File: config.mk
export PLATFORM = sky130hd
export DESIGN_NAME = queue_read_ctrl
export DESIGN_NICKNAME = d
export VERILOG_FILES = /design/src/rtl/queue_read_ctrl.sv
export SDC_FILE = /design/constraint.sdc
export NUM_CORES = 1
export LEC_CHECK = 0
export BUFFER_PORTS_ARGS = -buffer_cell sky130_fd_sc_hd__clkbuf_2
export CORE_MARGIN = 1
export CORE_UTILIZATION = 45
export DETAILED_ROUTE_END_ITERATION = 8
export PLACE_DENSITY = 0.76
export REMOVE_ABC_BUFFERS = 1
export SLEW_MARGIN = 10
export SYNTH_ARGS = -nofsm -noshare
export SYNTH_HDL_FRONTEND = slang
export SYNTH_SLANG_ARGS = --single-unit
File: constraint.sdc
create_clock -name CLK -period 3.3 [get_ports CLK]
set_clock_uncertainty 0.2 [all_clocks]
set_input_delay 0.66 -clock CLK [delete_from_list [all_inputs] [get_ports CLK]]
set_output_delay 0.66 -clock CLK [all_outputs]
set_load 0.02 [all_outputs]
File: src/rtl/queue_read_ctrl.sv
// Consumer side of the pointer-pair queue: issues 1-cycle memory reads and presents each word on a registered valid/ready port.
// Latency: RdEn in the cycle Empty falls, DataValid two edges later; DataOut is held while DataValid && !RdReady.
module queue_read_ctrl #(
  parameter int numOfBit  = 11,
  parameter int dataWidth = 8
) (
  input  logic                 CLK,
  input  logic                 Reset,
  input  logic                 Enable,
  input  logic [numOfBit:0]    WrPtr,
  input  logic [dataWidth-1:0] MemData,
  input  logic                 RdReady,
  output logic                 RdEn,
  output logic [numOfBit-1:0]  RdAddr,
  output logic [numOfBit:0]    RdPtr,
  output logic [dataWidth-1:0] DataOut,
  output logic                 DataValid,
  output logic                 Empty,
  output logic [numOfBit:0]    Count
);

  typedef enum logic [1:0] {IDLE, FETCH, VALID} state_t;

  state_t               r_state;
  state_t               w_state_nxt;
  logic [numOfBit:0]    r_rd_ptr;
  logic [dataWidth-1:0] r_data;
  logic                 r_data_vld;
  logic                 w_empty;
  logic                 w_can_read;
  logic                 w_rd_en;

  // Full-width compare: equal low bits with differing wrap bits means full.
  assign w_empty    = (r_rd_ptr == WrPtr);
  assign w_can_read = Reset && Enable && !w_empty;

  always_comb begin
    w_state_nxt = r_state;
    w_rd_en     = 1'b0;
    case (r_state)
      IDLE: begin
        if (w_can_read) begin
          w_rd_en     = 1'b1;
          w_state_nxt = FETCH;
        end
      end
      FETCH: begin
        w_state_nxt = VALID;
      end
      VALID: begin
        if (RdReady) begin
          if (w_can_read) begin
            w_rd_en     = 1'b1;
            w_state_nxt = FETCH;
          end else begin
            w_state_nxt = IDLE;
          end
        end
      end
      default: begin
        w_state_nxt = IDLE;
      end
    endcase
  end

  always_ff @(posedge CLK or negedge Reset) begin
    if (!Reset) begin
      r_state    <= IDLE;
      r_rd_ptr   <= '0;
      r_data     <= '0;
      r_data_vld <= 1'b0;
    end else begin
      r_state <= w_state_nxt;
      if (w_rd_en) begin
        r_rd_ptr <= r_rd_ptr + {{numOfBit{1'b0}}, 1'b1};
      end
      if (r_state == FETCH) begin
        r_data     <= MemData;
        r_data_vld <= 1'b1;
      end else if ((r_state == VALID) && RdReady) begin
        r_data_vld <= 1'b0;
      end
    end
  end

  assign RdEn      = w_rd_en;
  assign RdAddr    = r_rd_ptr[numOfBit-1:0];
  assign RdPtr     = r_rd_ptr;
  assign DataOut   = r_data;
  assign DataValid = r_data_vld;
  assign Empty     = w_empty;
  assign Count     = WrPtr - r_rd_ptr;

endmodule

==> parameters.txt <==
Parameter                              Value

Die
  Total I/O pin count ... 70
  Die X ... 62.3 um
  Core Rows ... 21
  Floorplan die area ... 3880 um2
  Height of the die ... between 60 and 70 um
  Effective utilization at floorplan ... between 40% and 50%
  Standard cell core area ... 3420 um2

Placed design
  Final estimated routing congestion in global placement ... a little under 0.9
  Area post-placement ... just over 2000 um2
  Port bufs ... 69
  Placed insts ... 287
  Detailed-placement wirelength estimate ... ~2900 um

Power
  Internal power summed over all cells ... 802 uW
  Power Density ... 691 nW/um2
  Switch Pwr ... approximately 710 uW
  Proportion of power drawn by flip-flops and latches ... roughly 28%
  Static Leakage ... 1.08 nW
  Comb pwr share ... 64.3%
  Peak ir drop on the vdd network ... between 0.4 and 0.5 mV
  Power consumption ... about 1.5 mW
  Clock Power Share ... approximately 8%
  Fraction of power spent switching nets ... a little under half

Yosys
  Post-Synthesis Cell Area ... around 1600 um2
  Register area share after synthesis ... a little over a third
  Async set or reset register ratio after synthesis ... 100%
  Per-instance average area after synthesis ... roughly 9.5 um2
  EDFF count, synth ... 0
  Count of synthesis-stage warnings from yosys ... 0
  Flip-flop cell with the highest count after synthesis ... sky130_fd_sc_hd__dfrtp_1
  Syn Inst Count ... 172
  Total of flip-flops plus latches after synthesis ... 23
  Post-synthesis cell type count ... 40

Run status
  Run status ... finished clean

Clock tree
  Buffer levels on the longest clock path ... 2
  Hold_buf cts ... 0
  Number of buffers added by the clock tree synthesis step ... 3
  Worst skew pair latency ... 0.30 ns
  Clock transition at the registers of the reported paths ... roughly 0.11 ns
  Root buffer cell ... sky130_fd_sc_hd__clkbuf_4
  Clock tree from TritonCTS ... built
  H-tree depth ... 1
  Number of clock sinks ... 23

Timing
  Final number of hold-violating endpoints ... 0
  Final-report setup violation count ... 0
  Slew at the pin closest to its max-slew limit ... about 0.70 ns
  Worst hold margin ... about 0.14 ns
  Minimum period implied by the final worst setup slack ... 3.23 ns
  Setup repair after global routing missed its margin ... yes
  Number of slew-limit violations in the final report ... 0
  Highest attainable clock frequency ... about 310 MHz
  Worst slew slack as a fraction of its limit ... 53.4%
  Final clock period utilization by the worst path ... a little over nine tenths

Setup path
  CP Capture Type ... output port
  Data arrival time of the worst path ... approximately 2.4 ns
  Start-to-end type of the worst setup path ... primary input to output port
  Worst r2r path cells ... 8
  Max Fanout on Critical Path ... 3
  Kind of start point of the critical path ... primary input
  Crit Reg-Reg Startpoint ... RdPtr[6]$_DFFE_PN0P_
  Source of the critical timing path ... WrPtr[0]
  Required time worst endpoint ... about 2.4 ns
  Internal reg-to-reg setup slack ... roughly 0.76 ns

Final layout
  Post-layout util ... 64.1%
  Most frequent cells in the layout ... 66 x sky130_fd_sc_hd__clkbuf_2, 18 x sky130_fd_sc_hd__dfrtp_1, 17 x sky130_fd_sc_hd__inv_1, 17 x sky130_fd_sc_hd__buf_4, 12 x sky130_fd_sc_hd__xnor2_1
  Fillcell total ... 295
  FF/Latch Area ... 582 um2
  # diodes ... 0
  Ratio of cells with drive above 1 in the final layout ... between 40% and 50%
  Area added between synthesis and finish ... 33.8%
  Post-route cell area ... approximately 2200 um2
  Total area of multi-input combinational cells ... 976 um2
  Number of standard cells in the final layout excluding fillers ... roughly 290
  Most common library cell in the layout ignoring fill and taps ... sky130_fd_sc_hd__clkbuf_2
  Nets ... ~290

Job
  Max Cap Viol ... 0

Min path
  HP Class ... primary input to asynchronous set/reset pin

Drt
  Via density per instance ... approximately 5.1
  Final wirelength ... between 3000 and 4000 um
  DR vias ... ~1500
  Number of search-and-repair iterations in the first detailed-routing pass ... 4
  Count of antenna-violating nets left after detailed routing ... 0
  Number of remaining DRC errors ... 0
  Drt wl/cell ... ~13 um
  Initial drt markers ... 71

Global route
  Antenna violations before repair ... 0
  Remaining global-route overflow ... 0
  Global-route wire length before repair ... slightly below 6000 um
  Via count of the first global-routing pass ... roughly 1300
  Total global routing track utilization ... 18.8%
  Pin count of the biggest net entering global routing ... 24
[cell type report]
type / count / share of cell area (%)
timing repair buffer: 85 / 21.9
tap: 46 / 2.63
clock buffer: 4 / 1.20
multi-input combinational: 117 / 44.6
sequential: 23 / 26.6
inverter: 18 / 3.09
[sequential cells by signal, summed over array words and instances, names as in the netlist]
signal	cells
DataOut	8
DataValid	1
RdPtr	12
r_state	2
[power by group through the flow]
stage                     Combinational, mW  Sequential (mW)  Clock (mW)
final                                 0.973            0.418       0.122
after global routing                   1.05            0.430       0.140
after CTS                             0.910            0.412       0.129
after detailed placement              0.899            0.417           0
after global placement                0.888            0.413           0
after floorplan                       0.425            0.545           0
[layer usage]
layer,wire [um],vias to the layer above,GRT usage [%]
met3,163,2,3.68
met1,1660,712,27.5
li1,-,744,-
met4,14,0,1.74
met5,0,-,0
met2,1850,49,29.8
[cells in the mapped netlist (all sizes together), types with 6 or more instances]
| cell | number | area share, % |
|---|---|---|
| ha | 12 | 9.2 |
| buf | 12 | 5.7 |
| inv | 18 | 4.1 |
| mux2 | 8 | 5.5 |
| nand4 | 8 | 3.4 |
| a21oi | 8 | 2.4 |
| o21ai | 6 | 1.8 |
| dfrtp | 23 | 35 |
| xor2 | 7 | 3.7 |
| nor2 | 6 | 1.4 |
| xnor2 | 12 | 6.4 |
| nand2 | 10 | 2.3 |
[final timing paths]
path | end
setup / recovery | Count[10]
hold / removal | DataOut[6]$_DFFE_PN0P_
setup reg to reg | RdPtr[6]$_DFFE_PN0P_
hold reg to reg | DataValid$_DFFE_PN0P_
max in group asynchronous | RdPtr[1]$_DFFE_PN0P_
min in group CLK | DataValid$_DFFE_PN0P_
[what timing repair did]
item,in CTS,in global routing
resized for setup,4,25
setup buffers,0,3
endpoints found under the setup margin,3,6
pin swaps,0,5
cloned,0,0
[through the flow]
| stage | setup TNS [ns] | worst slack (ns) |
|---|---|---|
| after floorplan | 0 | 0.0716 |
| after global placement | -0.0695 | -0.0695 |
| after detailed placement | -0.169 | -0.129 |
| after CTS | 0 | 0.00158 |
| after global routing | -0.0161 | -0.0161 |
| final | 0 | 0.0708 |
[worst max-delay path: stages]
cell	delay (ns)
sky130_fd_sc_hd__buf_6	0.07
sky130_fd_sc_hd__inv_2	0.03
sky130_fd_sc_hd__ha_4	0.15
sky130_fd_sc_hd__fa_2	0.42
sky130_fd_sc_hd__nor2b_4	0.15
sky130_fd_sc_hd__o31ai_4	0.09
sky130_fd_sc_hd__a22oi_2	0.21
sky130_fd_sc_hd__nor4_2	0.07
sky130_fd_sc_hd__or3_1	0.38
sky130_fd_sc_hd__buf_6	0.14
[cells by family (layout without fill, tap and decap cells)]
logic type	after synthesis	after routing	synth area share, %
compound gates	26	26	10.1
xor+xnor	19	19	10.2
fa+ha+maj	13	13	10.4
buf+inv	32	107	10.3
flops	23	23	35.2
mux	8	8	5.50
simple gates	51	51	18.3
Power figures use the tool's default switching activity.
